`config.mk`:
```
export PLATFORM = sky130hd
export DESIGN_NAME = wordle_guess_grader_flat
export DESIGN_NICKNAME = d
export VERILOG_FILES = /design/src/rtl/wordle_pkg.sv /design/src/rtl/wordle_guess_grader_if.sv /design/src/rtl/wordle_letter_matcher.sv /design/src/rtl/wordle_guess_grader.sv /design/src/flat_wrapper.sv
export SDC_FILE = /design/constraint.sdc
export NUM_CORES = 1
export LEC_CHECK = 0
export ABC_CLOCK_PERIOD_IN_PS = 11850
export CAP_MARGIN = 20
export CORE_UTILIZATION = 61
export DETAILED_ROUTE_END_ITERATION = 10
export PLACE_DENSITY = 0.95
export SETUP_SLACK_MARGIN = 0.15
export SLEW_MARGIN = 20
export SYNTH_ARGS = -nofsm -noshare
export SYNTH_HDL_FRONTEND = slang
export SYNTH_SLANG_ARGS = --single-unit
```
`constraint.sdc`:
```
create_clock -name board_clk -period 11.85 [get_ports board_clk]
set_input_delay 2.37 -clock board_clk [delete_from_list [all_inputs] [get_ports board_clk]]
set_output_delay 2.37 -clock board_clk [all_outputs]
set_load 0.01 [all_outputs]
```
`src/rtl/wordle_pkg.sv`:
```
// Shared types for the Wordle guess grader: per-letter score encodings,
// the grading state machine encoding and its width.
package wordle_pkg;

  localparam int unsigned STATE_W = 3;

  typedef logic [1:0] score_t;

  localparam score_t SCORE_BLANK   = 2'b00;
  localparam score_t SCORE_ABSENT  = 2'b01;
  localparam score_t SCORE_PRESENT = 2'b10;
  localparam score_t SCORE_CORRECT = 2'b11;

  typedef enum logic [STATE_W-1:0] {
    ST_IDLE   = 3'd0,
    ST_GREEN  = 3'd1,
    ST_YELLOW = 3'd2,
    ST_WRITE  = 3'd3,
    ST_OVER   = 3'd4
  } state_e;

endpackage

```
`src/rtl/wordle_guess_grader_if.sv`:
```
// Bus between the letter-entry FSM / VGA renderer (master) and the grader
// (slave).
//   secret_load/secret_word         : start a new game with a secret word
//   guess_valid/guess_ready/word    : guess handshake
//   result_valid/score/row, win/lose: scored-row report and game status
//   rd_row/rd_col -> rd_score       : per-tile history read, 1-cycle latency
interface wordle_guess_grader_if #(
  parameter int unsigned WORD_LEN    = 5,
  parameter int unsigned CHAR_W      = 8,
  parameter int unsigned MAX_GUESSES = 6
);
  localparam int unsigned WORD_W  = WORD_LEN * CHAR_W;
  localparam int unsigned SCORE_W = 2 * WORD_LEN;
  localparam int unsigned ROW_W   = (MAX_GUESSES > 1) ? $clog2(MAX_GUESSES) : 1;
  localparam int unsigned COL_W   = (WORD_LEN > 1) ? $clog2(WORD_LEN) : 1;

  logic               secret_load;
  logic [WORD_W-1:0]  secret_word;
  logic               guess_valid;
  logic               guess_ready;
  logic [WORD_W-1:0]  guess_word;
  logic               result_valid;
  logic [SCORE_W-1:0] result_score;
  logic [ROW_W-1:0]   result_row;
  logic               win;
  logic               lose;
  logic [ROW_W-1:0]   rd_row;
  logic [COL_W-1:0]   rd_col;
  logic [1:0]         rd_score;

  modport master (
    output secret_load, secret_word, guess_valid, guess_word, rd_row, rd_col,
    input  guess_ready, result_valid, result_score, result_row, win, lose, rd_score
  );

  modport slave (
    input  secret_load, secret_word, guess_valid, guess_word, rd_row, rd_col,
    output guess_ready, result_valid, result_score, result_row, win, lose, rd_score
  );

endinterface

```
`src/rtl/wordle_letter_matcher.sv`:
```
// Combinational search of one guess letter against the secret word.
//   letter     : guess letter under test
//   secret     : secret word, letter 0 in the MSBs
//   consumed   : secret positions already claimed (bit j = letter j)
//   hit_c      : some unconsumed secret letter equals `letter`
//   idx_oh_c   : one-hot of the lowest such position (bit j = letter j)
module wordle_letter_matcher #(
  parameter int unsigned WORD_LEN = 5,
  parameter int unsigned CHAR_W   = 8
) (
  input  logic [CHAR_W-1:0]          letter,
  input  logic [WORD_LEN*CHAR_W-1:0] secret,
  input  logic [WORD_LEN-1:0]        consumed,
  output logic                       hit_c,
  output logic [WORD_LEN-1:0]        idx_oh_c
);

  logic [WORD_LEN-1:0] eq;

  // Per-position equality, masked by positions already used.
  for (genvar j = 0; j < WORD_LEN; j++) begin : g_eq
    assign eq[j] = !consumed[j] &&
                   (secret[(WORD_LEN-1-j)*CHAR_W +: CHAR_W] == letter);
  end

  // Isolate the lowest set bit: lowest letter index wins.
  assign idx_oh_c = eq & (~eq + WORD_LEN'(1));
  assign hit_c    = |eq;

endmodule

```
`src/rtl/wordle_guess_grader.sv`:
```
// Wordle grading engine: latches a secret, accepts up to MAX_GUESSES guesses,
// scores each one letter-per-cycle (GREEN pass, then YELLOW pass), stores the
// row in a history memory and reports win/lose.
// Ports:
//   board_clk : clock
//   reset     : asynchronous, active-high
//   bus       : wordle_guess_grader_if.slave (secret, guess, result, history read)
// Build option:
//   GRADER_DUP_AWARE_EN defined   -> repeated letters consume secret positions
//   GRADER_DUP_AWARE_EN undefined -> naive "letter appears anywhere" scoring
module wordle_guess_grader
  import wordle_pkg::*;
#(
  parameter int unsigned WORD_LEN    = 5,
  parameter int unsigned CHAR_W      = 8,
  parameter int unsigned MAX_GUESSES = 6
) (
  input logic              board_clk,
  input logic              reset,
  wordle_guess_grader_if.slave bus
);

  localparam int unsigned WORD_W  = WORD_LEN * CHAR_W;
  localparam int unsigned SCORE_W = 2 * WORD_LEN;
  localparam int unsigned ROW_W   = (MAX_GUESSES > 1) ? $clog2(MAX_GUESSES) : 1;
  localparam int unsigned COL_W   = (WORD_LEN > 1) ? $clog2(WORD_LEN) : 1;
  localparam int unsigned CNT_W   = $clog2(MAX_GUESSES + 1);

  state_e                            state_q, state_d;
  logic [WORD_W-1:0]                 secret_q, secret_d;
  logic [WORD_W-1:0]                 guess_q, guess_d;
  logic [COL_W-1:0]                  idx_q, idx_d;
  logic [WORD_LEN-1:0]               consumed_q, consumed_d;
  logic [SCORE_W-1:0]                score_q, score_d;
  logic [CNT_W-1:0]                  guess_count_q, guess_count_d;
  logic                              game_active_q, game_active_d;
  logic                              guess_ready_q, guess_ready_d;
  logic                              result_valid_q, result_valid_d;
  logic [SCORE_W-1:0]                result_score_q, result_score_d;
  logic [ROW_W-1:0]                  result_row_q, result_row_d;
  logic                              pend_q, pend_d;
  logic [ROW_W-1:0]                  pend_row_q, pend_row_d;
  logic                              win_q, win_d;
  logic                              lose_q, lose_d;
  logic [MAX_GUESSES-1:0][SCORE_W-1:0] hist_q, hist_d;
  logic [1:0]                        rd_score_q, rd_score_d;

  logic [CHAR_W-1:0]   guess_let  [WORD_LEN];
  logic [CHAR_W-1:0]   secret_let [WORD_LEN];
  logic [WORD_LEN-1:0] match_mask;
  logic                match_hit;
  logic [WORD_LEN-1:0] match_oh;
  logic                accept;
  logic                load;
  logic                rd_in_range;

  // Letter views of the snapshotted words, letter 0 = MSBs.
  for (genvar i = 0; i < WORD_LEN; i++) begin : g_let
    assign guess_let[i]  = guess_q[(WORD_LEN-1-i)*CHAR_W +: CHAR_W];
    assign secret_let[i] = secret_q[(WORD_LEN-1-i)*CHAR_W +: CHAR_W];
  end

  // Naive scoring ignores consumption; bookkeeping still runs but is unseen.
`ifdef GRADER_DUP_AWARE_EN
  assign match_mask = consumed_q;
`else
  assign match_mask = '0;
`endif

  wordle_letter_matcher #(
    .WORD_LEN (WORD_LEN),
    .CHAR_W   (CHAR_W)
  ) u_matcher (
    .letter   (guess_let[idx_q]),
    .secret   (secret_q),
    .consumed (match_mask),
    .hit_c    (match_hit),
    .idx_oh_c (match_oh)
  );

  assign accept = bus.guess_valid && guess_ready_q;
  assign load   = bus.secret_load && ((state_q == ST_IDLE) || (state_q == ST_OVER));
  assign rd_in_range = (32'(bus.rd_row) < MAX_GUESSES) && (32'(bus.rd_col) < WORD_LEN);

  // Next-state and output logic.
  always_comb begin
    state_d        = state_q;
    secret_d       = secret_q;
    guess_d        = guess_q;
    idx_d          = idx_q;
    consumed_d     = consumed_q;
    score_d        = score_q;
    guess_count_d  = guess_count_q;
    game_active_d  = game_active_q;
    win_d          = win_q;
    lose_d         = lose_q;
    hist_d         = hist_q;
    pend_d         = 1'b0;
    pend_row_d     = pend_row_q;
    result_valid_d = 1'b0;
    result_score_d = result_score_q;
    result_row_d   = result_row_q;

    // Row committed last cycle is reported now; score_q is still that row.
    if (pend_q) begin
      result_valid_d = 1'b1;
      result_score_d = score_q;
      result_row_d   = pend_row_q;
    end

    if (load) begin
      secret_d      = bus.secret_word;
      hist_d        = '0;
      guess_count_d = '0;
      win_d         = 1'b0;
      lose_d        = 1'b0;
      game_active_d = 1'b1;
      state_d       = ST_IDLE;
    end else begin
      case (state_q)
        ST_IDLE: begin
          if (accept) begin
            guess_d    = bus.guess_word;
            idx_d      = '0;
            consumed_d = '0;
            score_d    = '0;
            state_d    = ST_GREEN;
          end
        end

        ST_GREEN: begin
          if (guess_let[idx_q] == secret_let[idx_q]) begin
            score_d[{idx_q, 1'b0} +: 2] = SCORE_CORRECT;
            consumed_d[idx_q]           = 1'b1;
          end
          if (idx_q == COL_W'(WORD_LEN - 1)) begin
            idx_d   = '0;
            state_d = ST_YELLOW;
          end else begin
            idx_d = idx_q + COL_W'(1);
          end
        end

        ST_YELLOW: begin
          // Correct letters keep their score; the cycle is still spent.
          if (score_q[{idx_q, 1'b0} +: 2] != SCORE_CORRECT) begin
            if (match_hit) begin
              score_d[{idx_q, 1'b0} +: 2] = SCORE_PRESENT;
              consumed_d                  = consumed_q | match_oh;
            end else begin
              score_d[{idx_q, 1'b0} +: 2] = SCORE_ABSENT;
            end
          end
          if (idx_q == COL_W'(WORD_LEN - 1)) begin
            idx_d   = '0;
            state_d = ST_WRITE;
          end else begin
            idx_d = idx_q + COL_W'(1);
          end
        end

        ST_WRITE: begin
          hist_d[ROW_W'(guess_count_q)] = score_q;
          guess_count_d = guess_count_q + CNT_W'(1);
          pend_d        = 1'b1;
          pend_row_d    = ROW_W'(guess_count_q);
          if (score_q == {WORD_LEN{SCORE_CORRECT}}) begin
            win_d   = 1'b1;
            state_d = ST_OVER;
          end else if (guess_count_d == CNT_W'(MAX_GUESSES)) begin
            lose_d  = 1'b1;
            state_d = ST_OVER;
          end else begin
            state_d = ST_IDLE;
          end
        end

        ST_OVER: begin
          state_d = ST_OVER;
        end

        default: begin
          state_d = ST_IDLE;
        end
      endcase
    end

    guess_ready_d = (state_d == ST_IDLE) && game_active_d;

    // History read sees the pre-write contents (hist_q), out-of-range reads 00.
    rd_score_d = SCORE_BLANK;
    if (rd_in_range) begin
      rd_score_d = hist_q[bus.rd_row][{bus.rd_col, 1'b0} +: 2];
    end
  end

  // State and output registers.
  always_ff @(posedge board_clk or posedge reset) begin
    if (reset) begin
      state_q        <= ST_IDLE;
      secret_q       <= '0;
      guess_q        <= '0;
      idx_q          <= '0;
      consumed_q     <= '0;
      score_q        <= '0;
      guess_count_q  <= '0;
      game_active_q  <= 1'b0;
      guess_ready_q  <= 1'b0;
      result_valid_q <= 1'b0;
      result_score_q <= '0;
      result_row_q   <= '0;
      pend_q         <= 1'b0;
      pend_row_q     <= '0;
      win_q          <= 1'b0;
      lose_q         <= 1'b0;
      hist_q         <= '0;
      rd_score_q     <= '0;
    end else begin
      state_q        <= state_d;
      secret_q       <= secret_d;
      guess_q        <= guess_d;
      idx_q          <= idx_d;
      consumed_q     <= consumed_d;
      score_q        <= score_d;
      guess_count_q  <= guess_count_d;
      game_active_q  <= game_active_d;
      guess_ready_q  <= guess_ready_d;
      result_valid_q <= result_valid_d;
      result_score_q <= result_score_d;
      result_row_q   <= result_row_d;
      pend_q         <= pend_d;
      pend_row_q     <= pend_row_d;
      win_q          <= win_d;
      lose_q         <= lose_d;
      hist_q         <= hist_d;
      rd_score_q     <= rd_score_d;
    end
  end

  assign bus.guess_ready  = guess_ready_q;
  assign bus.result_valid = result_valid_q;
  assign bus.result_score = result_score_q;
  assign bus.result_row   = result_row_q;
  assign bus.win          = win_q;
  assign bus.lose         = lose_q;
  assign bus.rd_score     = rd_score_q;

endmodule

```
`src/flat_wrapper.sv`:
```
// flat-port wrapper written by rule: the top's interface ports become plain ports
module wordle_guess_grader_flat import wordle_pkg::*;
#(
  parameter int unsigned WORD_LEN    = 5,
  parameter int unsigned CHAR_W      = 8,
  parameter int unsigned MAX_GUESSES = 6
)
  (board_clk, reset, bus_secret_load, bus_secret_word, bus_guess_valid, bus_guess_word, bus_rd_row, bus_rd_col, bus_guess_ready, bus_result_valid, bus_result_score, bus_result_row, bus_win, bus_lose, bus_rd_score);
  wordle_guess_grader_if #(.WORD_LEN(WORD_LEN), .CHAR_W(CHAR_W), .MAX_GUESSES(MAX_GUESSES)) bus_i ();
  input logic board_clk;
  input logic reset;
  input wire logic [$bits(bus_i.secret_load)-1:0] bus_secret_load;
  input wire logic [$bits(bus_i.secret_word)-1:0] bus_secret_word;
  input wire logic [$bits(bus_i.guess_valid)-1:0] bus_guess_valid;
  input wire logic [$bits(bus_i.guess_word)-1:0] bus_guess_word;
  input wire logic [$bits(bus_i.rd_row)-1:0] bus_rd_row;
  input wire logic [$bits(bus_i.rd_col)-1:0] bus_rd_col;
  output wire logic [$bits(bus_i.guess_ready)-1:0] bus_guess_ready;
  output wire logic [$bits(bus_i.result_valid)-1:0] bus_result_valid;
  output wire logic [$bits(bus_i.result_score)-1:0] bus_result_score;
  output wire logic [$bits(bus_i.result_row)-1:0] bus_result_row;
  output wire logic [$bits(bus_i.win)-1:0] bus_win;
  output wire logic [$bits(bus_i.lose)-1:0] bus_lose;
  output wire logic [$bits(bus_i.rd_score)-1:0] bus_rd_score;
  assign bus_i.secret_load = bus_secret_load;
  assign bus_i.secret_word = bus_secret_word;
  assign bus_i.guess_valid = bus_guess_valid;
  assign bus_i.guess_word = bus_guess_word;
  assign bus_i.rd_row = bus_rd_row;
  assign bus_i.rd_col = bus_rd_col;
  assign bus_guess_ready = bus_i.guess_ready;
  assign bus_result_valid = bus_i.result_valid;
  assign bus_result_score = bus_i.result_score;
  assign bus_result_row = bus_i.result_row;
  assign bus_win = bus_i.win;
  assign bus_lose = bus_i.lose;
  assign bus_rd_score = bus_i.rd_score;
  wordle_guess_grader #(.WORD_LEN(WORD_LEN), .CHAR_W(CHAR_W), .MAX_GUESSES(MAX_GUESSES)) u_core (.board_clk(board_clk), .reset(reset), .bus(bus_i));
endmodule
```
==> results.md, run 1 <==
- Status: complete, but fails checks
- Violated checks: DRC
- Leak Pwr: 5.21 nW
- Reg2Reg Setup Slack: 8310 ps
- Detail Route Antenna Nets: 0
- Worst setup SP type: input pin
- Yosys Warn Count: 0
- CTS Hold Bufs: 0
- Kind of critical path: in2reg
- Pin count of the biggest net entering global routing: 108
- Core area: 0.0147 mm^2
- Post-CTS setup buffers: 0
- Synth Area in Compound Gates: 0.0885
- Routed met3 length: 1770 um
- DP HPWL: 15100 um
- DR vias: 7939
- Initial antenna violation count: 0
- Worst Setup SP: bus_secret_load
- Starting Density: 0.632
- Die ar.: 0.0157 mm^2
- GRT overflow: 0
- Maximum capacitance violations: 0
- Final-report max-slew violation count: 0
- Slew at the pin closest to its max-slew limit: 1060 ps
- Final nets: 1201
- R2R depth: 7
- CP Capture Type: register
- Std cell rows: 44
- Final Wtd Congestion: 0.922
- Root Buffer: clkbuf_16
- Critical path cell sequence: clkdlybuf4s50_1 -> nand3b_1 -> a21oi_1 -> nand2_1 -> a41o_1 -> or2_2 -> nor3_1 -> a311oi_1
- Antenna Cells: 0
- Wl on met1: 8760 um
- Post-Synth XOR/XNOR Area: 0.0481
- Net Count, Synth: 1136
- Clock transition at path regs: 60 ps
- Htree depth: 4
- Hold path depth: 2
- Clock Sinks: 183
- Worst-path maximum fanout: 5
- Area growth, synth to finish: 18.7%
- Hold Crit Start: u_core.guess_let[10]
- Drt via density: 6.11
- Top layer used by detailed routing: met4
- Share of cells above drive strength 1: 0.0753
- Vias in the first global route: 7817
- Fmax: 220 MHz
- Fin. Hold Viols: 0
- HP Class: reg2reg
- Worst endpoint required time: 12120 ps
- Unique masters post-synth: 54
- Slowest-stage cell, CP: nor3_1
- R2R Path End: u_core.score_q[8]
- Total power after layout: 2.80 mW
- Main flop type after synthesis: dfrtp_1
- Mux cell area share after synthesis: 0.0801
- Fill cell count: 936
- Final period util: 0.383
- Met2 WL post-DR: 11500 um
- Post-Place Cell Area: 0.0104 mm^2
- Tot GR Track Use: 0.308
- Die H: 125 um
- Number of I/O port buffers: 108
- Cell area after layout: 0.0110 mm^2
- Final routed DRC violation total: 1
- Final Util: 0.751
- Final min period: 4540 ps
- Sequential area share after synthesis: 0.493
- Critical Path Max Stage Delay: 530 ps
- Adder-Cell Fraction of Synth Area: 0.0121
- CTS tree: done
- Hold Path Sink: u_core.guess_let[10]
- Synth top area share: 0.493
- Ys async rst share: 1.00
- Overall die width: 125 um
- Clock Latency Late Sink: 440 ps
- Top post-synthesis cells by area: dfrtp_1 (49%), nand2_1 (16%), mux2i_1 (4.4%), xnor2_1 (3.4%), nand3_1 (2.7%)
- Fin Setup TNS: 0 ps
- Top delay family on crit path: simple AND/OR/NAND/NOR gates
- Total length of routed wires: 23000 um
- Worst-case clock buffer depth: 2
- Maximum VDD drop: 0.157 mV
- First-pass GRT wire length: 38000 um
- Post-synth top area cell: dfrtp_1
- Crit Reg-Reg Startpoint: u_core.idx_q[1]
- Worst EP arrival: 4810 ps
- # IOs: 109
- Most common cell in the netlist: nand2_1
- Synth Area in Simple Gates: 0.242
- Critical path buffers and inverters: 1
- RSZ-0062 raised after global routing: false
- 1st-iter DRT viols: 872
- Slew margin rel.: 0.296
- Resized cells post-CTS: 0
- Post-Syn Instances: 1037
- Post-synth EDFFs: 0
- Wire per inst: 17.7 um
- Top cells by count, synth: nand2_1 (385), dfrtp_1 (183), nand3_1 (51)
- Setup violations, final: 0
- Setup Skew: 10.1 ps
- Post-synthesis register bit count: 183
- Cell Area, Synth: 0.00929 mm^2
- Largest family of logic cells by synthesized area: simple AND/OR/NAND/NOR gates
- Fin Hold WS: 477 ps
- Mapped Avg Cell Area: 8.96 um^2
- Power Dens Cells: 253 mW/mm^2
- Router iterations before antenna repair: 11
- Num CTS Buffers: 17
-- layout by cell type, fill, tap and decap left out, drive strengths merged, types with 5 or more instances in the layout --
cell type | Yosys | final
a21oi | 40 | 40
a221oi | 8 | 8
and3 | 5 | 5
buf | 30 | 7
clkbuf | 39 | 23
clkdlybuf4s50 | 0 | 108
clkinv | 1 | 6
dfrtp | 183 | 183
ha | 9 | 9
inv | 10 | 10
mux2 | 17 | 17
mux2i | 41 | 41
mux4 | 6 | 6
nand2 | 385 | 385
nand2b | 15 | 15
nand3 | 51 | 51
nor2 | 29 | 29
nor3 | 20 | 20
nor4 | 9 | 9
o21ai | 28 | 28
o22a | 7 | 7
o22ai | 12 | 12
xnor2 | 36 | 36
xor2 | 15 | 15
-- worst max-delay path by stage --
stage	to	slack [ps]	cells past startpoint
2_1_floorplan	u_core.bus.guess_ready	4510	1
3_3_place_gp	u_core.guess_let[29]	6790	8
3_5_place_dp	u_core.guess_let[30]	6630	8
4_1_cts	u_core.guess_let[5]	6990	9
5_1_grt	u_core.score_q[7]	7180	8
6_report	u_core.score_q[5]	7310	8
-- layer usage --
layer / GRT usage / vias up
met4: 0.150 / 0
met1: 0.376 / 3865
li1: - / 3568
met2: 0.527 / 416
met3: 0.0582 / 90
met5: 0 / -
-- report_power, final --
group	switching [mW]	leakage, nW	internal (mW)	total (mW)
clock network	0.233	0.317	0.374	0.607
registers	0.210	2.41	0.802	1.01
logic	0.679	2.48	0.498	1.18
total	1.12	5.21	1.67	2.80
-- kinds of logic after synthesis --
group	after synthesis
AO/OA/AOI/OAI	117
flip-flops	183
buffers and inverters	80
adder cells (fa/ha/maj)	9
multiplexers	64
XOR/XNOR	51
AND/OR/NAND/NOR	533
-- registers in the layout, summed over array words and instances, names as in the netlist --
signal                   flops
u_core.guess_count_q         3
u_core.bus.win               1
u_core.bus.rd_score          2
u_core.score_q              10
u_core.idx_q                 3
u_core.guess_let            40
u_core.game_active_q         1
u_core.secret_let           40
u_core.bus.result_valid      1
u_core.pend_q                1
u_core.state_q               3
u_core.bus.result_row        3
u_core.bus.result_score     10
u_core.bus.guess_ready       1
u_core.bus.lose              1
u_core.pend_row_q            3
u_core.hist_q               60
-- worst register-to-register path, stage by stage, from the launching register on --
cell     delay, ps
dfrtp_2       1050
inv_1          210
ha_1           280
ha_1           320
nor2b_1        610
nor4b_1        610
nor3b_1        270
nor3_1          60
-- through the flow --
step | cells | worst slack (ps)
detailed placement | 1266 | 6630
floorplan | 1037 | 4510
global route | 1299 | 7180
finish | 1299 | 7310
CTS | 1298 | 6990
global placement | 1266 | 6790
-- cell type report --
| class | instances | area (um^2) | share of cell area |
|---|---|---|---|
| Multi-Input combinational cell | 774 | 4400 | 0.399 |
| Inverter | 11 | 46.3 | 0.00420 |
| Clock buffer | 23 | 488 | 0.0442 |
| Clock inverter | 9 | 145 | 0.0132 |
| Tap cell | 184 | 230 | 0.0209 |
| Sequential cell | 183 | 4580 | 0.415 |
| Timing Repair Buffer | 115 | 1150 | 0.104 |
Power figures use the tool's default switching activity.
==> run 2, diff against run 1 <==
Settings changed: ABC_CLOCK_PERIOD_IN_PS 11850 to 4420, CORE_UTILIZATION 61 to 57, PLACE_DENSITY 0.95 to 0.93.
Clock period 11.85 ns to 4.42 ns, I/O delays scaled along.
==> run 2 against run 1 <==
  * The run now ends clean
  * Utilization down 5.4 points
  * Wire length up 0.70%
  * Global-route usage down 1.3 points
  * Design area up 0.26%
  * Via count down 1.5%
  * Die area up 6.9%
  * Flip-flop and latch count unchanged
  * Critical path depth up 1
  * Sequential power rose to 2.7 times the previous value
  * Count of clock-buffer cells in the layout down 1
  * Power rose to 2.6 times the previous value
==> results.md, run 2 (synthesized netlist as in run 1, its figures left out) <==
- Clock transition at path regs: 70 ps
- Tot GR Track Use: 0.295
- Die H: 130 um
- Std cell rows: 46
- DR vias: 7817
- Hold Path Sink: u_core.guess_let[15]
- Worst setup SP type: register
- Number of I/O port buffers: 108
- Antenna Cells: 0
- Setup violations, final: 0
- Maximum VDD drop: 0.408 mV
- Post-CTS setup buffers: 0
- Slew at the pin closest to its max-slew limit: 909 ps
- Power Dens Cells: 668 mW/mm^2
- Router iterations before antenna repair: 5
- 1st-iter DRT viols: 799
- Htree depth: 4
- Final nets: 1207
- Area growth, synth to finish: 19.1%
- Fin. Hold Viols: 0
- Status: finished clean
- Clock Sinks: 183
- Final min period: 3240 ps
- R2R Path End: u_core.score_q[4]
- Top delay family on crit path: compound AO/OA/AOI/OAI gates
- Final-report max-slew violation count: 0
- Root Buffer: clkbuf_16
- Clock Latency Late Sink: 440 ps
- Detail Route Antenna Nets: 0
- Final Wtd Congestion: 0.920
- Fmax: 309 MHz
- Slowest-stage cell, CP: dfrtp_2
- Initial antenna violation count: 0
- Maximum capacitance violations: 0
- Starting Density: 0.585
- Worst-case clock buffer depth: 2
- Vias in the first global route: 7613
- Share of cells above drive strength 1: 0.0785
- DP HPWL: 15300 um
- Cell area after layout: 0.0111 mm^2
- Crit-path most repeated cell: o21ai_0
- Worst setup margin: 1180 ps
- Final Util: 0.696
- GRT overflow: 0
- Critical path cell sequence: mux2_4 -> a221oi_4 -> xnor2_1 -> nor4_1 -> nand3_1 -> o211ai_1 -> o21bai_1 -> o21ai_0 -> o21ai_0
- R2R depth: 9
- Most common cell after layout, fill and taps aside: nand2_1
- Final routed DRC violation total: 0
- DP Worst Slack: 1050 ps
- Hold Crit Start: u_core.guess_let[15]
- Worst EP arrival: 3540 ps
- Critical Path Max Stage Delay: 770 ps
- Worst endpoint required time: 4720 ps
- Slew margin rel.: 0.394
- Num CTS Buffers: 17
- Critical path buffers and inverters: 0
- Crit Reg-Reg Startpoint: u_core.idx_q[0]
- Max reg flops: 60
- CTS tree: done
- Die ar.: 0.0168 mm^2
- Total length of routed wires: 23200 um
- Setup Skew: 7.81 ps
- Worst-path maximum fanout: 30
- Hold path depth: 2
- Resized cells post-CTS: 0
- RSZ-0062 raised after global routing: false
- Wire per inst: 17.3 um
- Final period util: 0.733
- Most frequent cells in the layout: nand2_1 (384), dfrtp_1 (181), clkdlybuf4s50_1 (108)
- HP Class: reg2reg
- Drt via density: 5.85
- Reg2Reg Setup Slack: 1180 ps
- Core area: 0.0159 mm^2
- First-pass GRT wire length: 37900 um
- Fin Setup TNS: 0 ps
- Post-Place Cell Area: 0.0105 mm^2
- Pin count of the biggest net entering global routing: 88
- CP Capture Type: register
- Kind of critical path: reg2reg
- Total power after layout: 7.39 mW
- CTS Hold Bufs: 0
- Reg with most FFs: u_core.hist_q
- Leak Pwr: 5.18 nW
- Overall die width: 130 um
- # IOs: 109
run 2: changes by cell type in the layout (fill, tap and decap cells not counted), moves of 2 or more:
| cell | change |
|---|---|
| clkbuf_1 | +2 |
| buf_4 | +5 |
| clkinv_2 | -4 |
| clkbuf_8 | -3 |
| clkinv_4 | +2 |
| bufinv_16 | -2 |
| clkinvlp_4 | +5 |
run 2: worst max path at each step:
stage / from / to / slack [ps] / cells past startpoint
floorplan: reset / u_core.bus.guess_ready / 1190 / 1
global placement: bus_secret_load / u_core.guess_let[29] / 1080 / 9
detailed placement: bus_secret_load / u_core.guess_let[31] / 1050 / 9
CTS: u_core.idx_q[0] / u_core.score_q[4] / 930 / 10
global route: u_core.idx_q[0] / u_core.score_q[4] / 970 / 10
finish: u_core.idx_q[0] / u_core.score_q[4] / 1180 / 9
run 2: per-layer routing:
| layer | share of wire | vias up | GRT usage |
|---|---|---|---|
| met5 | 0 | - | 0 |
| met4 | 0.033 | 0 | 0.140 |
| met3 | 0.068 | 75 | 0.0648 |
| met2 | 0.50 | 393 | 0.495 |
| met1 | 0.40 | 3766 | 0.363 |
| li1 | - | 3583 | - |
run 2: worst reg2reg max path: cells and delay by family, from the launching register on:
family	cells	cell delay, ps
DFF	1	770
and+or+nand+nor	2	530
AOI/OAI and AO/OA	5	1250
xor gates and xnor gates	1	170
muxes	1	380
run 2: area by class of cell:
type | count | area, um^2
Clock buffer | 22 | 454
Clock inverter | 10 | 121
Fill cell | 1189 | 4820
Inverter | 11 | 45.0
Multi-Input combinational cell | 774 | 4390
Sequential cell | 183 | 4580
Tap cell | 216 | 270
Timing Repair Buffer | 121 | 1200
run 2: metrics by stage:
| stage | hold slack [ps] | std cells |
|---|---|---|
| 6_report | 488 | 1337 |
| 5_1_grt | 504 | 1337 |
| 4_1_cts | 480 | 1337 |
| 3_5_place_dp | 464 | 1305 |
| 3_3_place_gp | 442 | 1305 |
| 2_1_floorplan | 423 | 1037 |
run 2: power breakdown:
part	switching [mW]	internal, mW	total (mW)
clock network	0.648	0.850	1.50
logic	1.81	1.33	3.14
registers	0.598	2.15	2.75
total	3.05	4.34	7.39
==> run 3, diff against run 2 <==
Settings changed: ABC_CLOCK_PERIOD_IN_PS 4420 to 2850, CORE_UTILIZATION 57 to 51, PLACE_DENSITY 0.93 to 0.89.
Clock period 4.42 ns to 2.85 ns, I/O delays scaled along.
==> run 3 against run 2 <==
  * Highest routed layer unchanged
  * Count of clock-buffer cells in the layout decreased by 2
  * Maximum frequency up 17%
  * Design area is 6.8% higher
  * Non-clock buffer count up 44
  * Combinational power is 110% higher
  * Final cell count grew 3.8%
  * Clock power up 53%
  * Via count is 4.6% higher
  * Register-to-register slack lost 1100 ps
==> results.md, run 3 (synthesized netlist as in run 1, its figures left out) <==
- Kind of critical path: reg2reg
- Most common cell after layout, fill and taps aside: nand2_1
- Die ar.: 0.0188 mm^2
- Proportion of power drawn by the clock network: 0.175
- Die H: 137 um
- Hold path depth: 1
- Sw power: 5.41 mW
- Part of the power in combinational logic: 0.505
- Vias in the first global route: 8075
- Root Buffer: clkbuf_16
- Htree depth: 4
- Slew margin rel.: 0.446
- R2R Path End: u_core.score_q[1]
- Setup violations, final: 0
- Share of cells above drive strength 1: 0.137
- First-pass GRT wire length: 39400 um
- Reg power frac: 0.320
- CP Capture Type: register
- Cell area after layout: 0.0118 mm^2
- Internal Dissipation: 7.69 mW
- Switching Fraction: 0.413
- Number of I/O port buffers: 108
- Clock transition at path regs: 70 ps
- Hold Crit Start: u_core.game_active_q
- Slew at the pin closest to its max-slew limit: 830 ps
- Final routed DRC violation total: 0
- Total length of routed wires: 25700 um
- DP HPWL: 16100 um
- Std cell rows: 48
- Starting Density: 0.530
- Worst-path maximum fanout: 15
- Most frequent cells in the layout: nand2_1 (384), dfrtp_1 (181), clkdlybuf4s50_1 (108)
- Fin. Hold Viols: 0
- Maximum VDD drop: 0.624 mV
- Area growth, synth to finish: 27.2%
- Status: finished clean
- Post-Place Cell Area: 0.0108 mm^2
- Core area: 0.0175 mm^2
- RSZ-0062 raised after global routing: true
- Critical path cell sequence: buf_8 -> buf_12 -> nor3_1 -> a21oi_1 -> o22ai_4 -> xnor2_1 -> nor4_2 -> nand2_1 -> a21oi_4 -> and2_4 -> o21ai_2 -> a21oi_1
- Router iterations before antenna repair: 6
- DP Worst Slack: -65.0 ps
- Final Wtd Congestion: 0.894
- # IOs: 109
- Fmax: 362 MHz
- Leak Pwr: 5.52 nW
- Final-report max-slew violation count: 0
- Fill cell count: 1281
- Worst EP arrival: 3120 ps
- Total power after layout: 13.1 mW
- Clock Sinks: 183
- Setup Skew: 13.9 ps
- Slowest-stage cell, CP: dfrtp_4
- Detail Route Antenna Nets: 0
- HP Class: reg2reg
- Reg2Reg Setup Slack: 90 ps
- Overall die width: 137 um
- Final min period: 2760 ps
- GRT overflow: 0
- Crit Reg-Reg Startpoint: u_core.idx_q[0]
- Drt via density: 5.89
- Worst-case clock buffer depth: 2
- Wire per inst: 18.5 um
- Worst setup SP type: register
- Crit-path most repeated cell: a21oi_1
- Pin count of the biggest net entering global routing: 45
- Worst endpoint required time: 3210 ps
- Tot GR Track Use: 0.272
- Final nets: 1251
- CTS tree: done
- Critical Path Max Stage Delay: 500 ps
- Hold Path Sink: u_core.game_active_q
- Power Dens Cells: 1110 mW/mm^2
- DR vias: 8178
- Worst setup margin: 85.8 ps
- Initial antenna violation count: 0
- Max reg flops: 60
- Final period util: 0.970
- 1st-iter DRT viols: 812
- Maximum capacitance violations: 0
- Antenna Cells: 0
- R2R depth: 12
- Reg with most FFs: u_core.hist_q
- Clock Latency Late Sink: 440 ps
- Num CTS Buffers: 17
## run 3: changes by cell type in the layout (fill, tap and decap cells not counted), moves of 4 or more
cell      change
buf_12       +15
clkbuf_1      -4
nor4_1        -5
buf_6         +6
buf_4        +22
o21ai_1       +5
xnor2_2       +4
o21ai_0       -7
nor4_2        +4
xnor2_1       -5
## run 3: power groups by stage
stage               registers, mW  clock network (mW)  logic, mW
floorplan                    3.81                   0       3.96
global placement             4.13                   0       5.13
detailed placement           4.17                   0       5.32
CTS                          4.10                2.31       5.65
global route                 4.25                2.43       7.11
finish                       4.19                2.29       6.62
## run 3: per-layer routing
metal,routed length (um),part of all wire,vias up,GRT usage
li1,-,-,3677,-
met3,1850,0.072,86,0.0563
met5,0,0,-,0
met4,937,0.036,0,0.128
met1,9950,0.39,3972,0.337
met2,13000,0.50,443,0.456
## run 3: final cells by class
type	count	area, um^2	area share
clock buffer	20	467	0.0395
clock inverter	10	97.6	0.00826
inverter	11	45.0	0.00381
multi-input combinational	774	4590	0.388
sequential	183	4590	0.388
tap	225	282	0.0238
timing repair buffer	165	1750	0.148
## run 3: critical path: cells and delay by family, from the launching register on
family / cells / cell delay (ps)
AOI/OAI and AO/OA: 5 / 910
and+or+nand+nor: 4 / 820
DFF: 1 / 500
buffers and inverters: 2 / 300
xor gates and xnor gates: 1 / 150
## run 3: through the flow
| step | hold WS [ps] | utilization | instances | setup TNS (ps) |
|---|---|---|---|---|
| after floorplan | 423 | - | 1037 | -12910 |
| after global placement | 439 | 0.617 | 1337 | 0 |
| after detailed placement | 449 | 0.617 | 1337 | -148 |
| after CTS | 463 | 0.656 | 1376 | 0 |
| after global routing | 491 | 0.674 | 1388 | -31.6 |
| final | 471 | 0.674 | 1388 | 0 |
## run 3: what timing repair did
action,CTS,global route
buffers inserted,9,12
gates resized for setup,9,44
pin swaps,5,24
gates cloned,0,0
hold buffers,0,0
setup endpoints to repair,10,10
hold endpoints to repair,0,0
## run 3: worst max-delay path by stage
stage | startpoint | depth (start not counted) | endpoint | slack [ps]
4_1_cts | u_core.idx_q[0] | 13 | u_core.score_q[5] | 150
2_1_floorplan | reset | 1 | u_core.bus.guess_ready | -70
3_5_place_dp | bus_secret_load | 8 | u_core.score_q[5] | -60
6_report | u_core.idx_q[0] | 12 | u_core.score_q[1] | 90
3_3_place_gp | bus_secret_load | 8 | u_core.score_q[7] | 70
5_1_grt | u_core.idx_q[0] | 12 | u_core.score_q[1] | -20
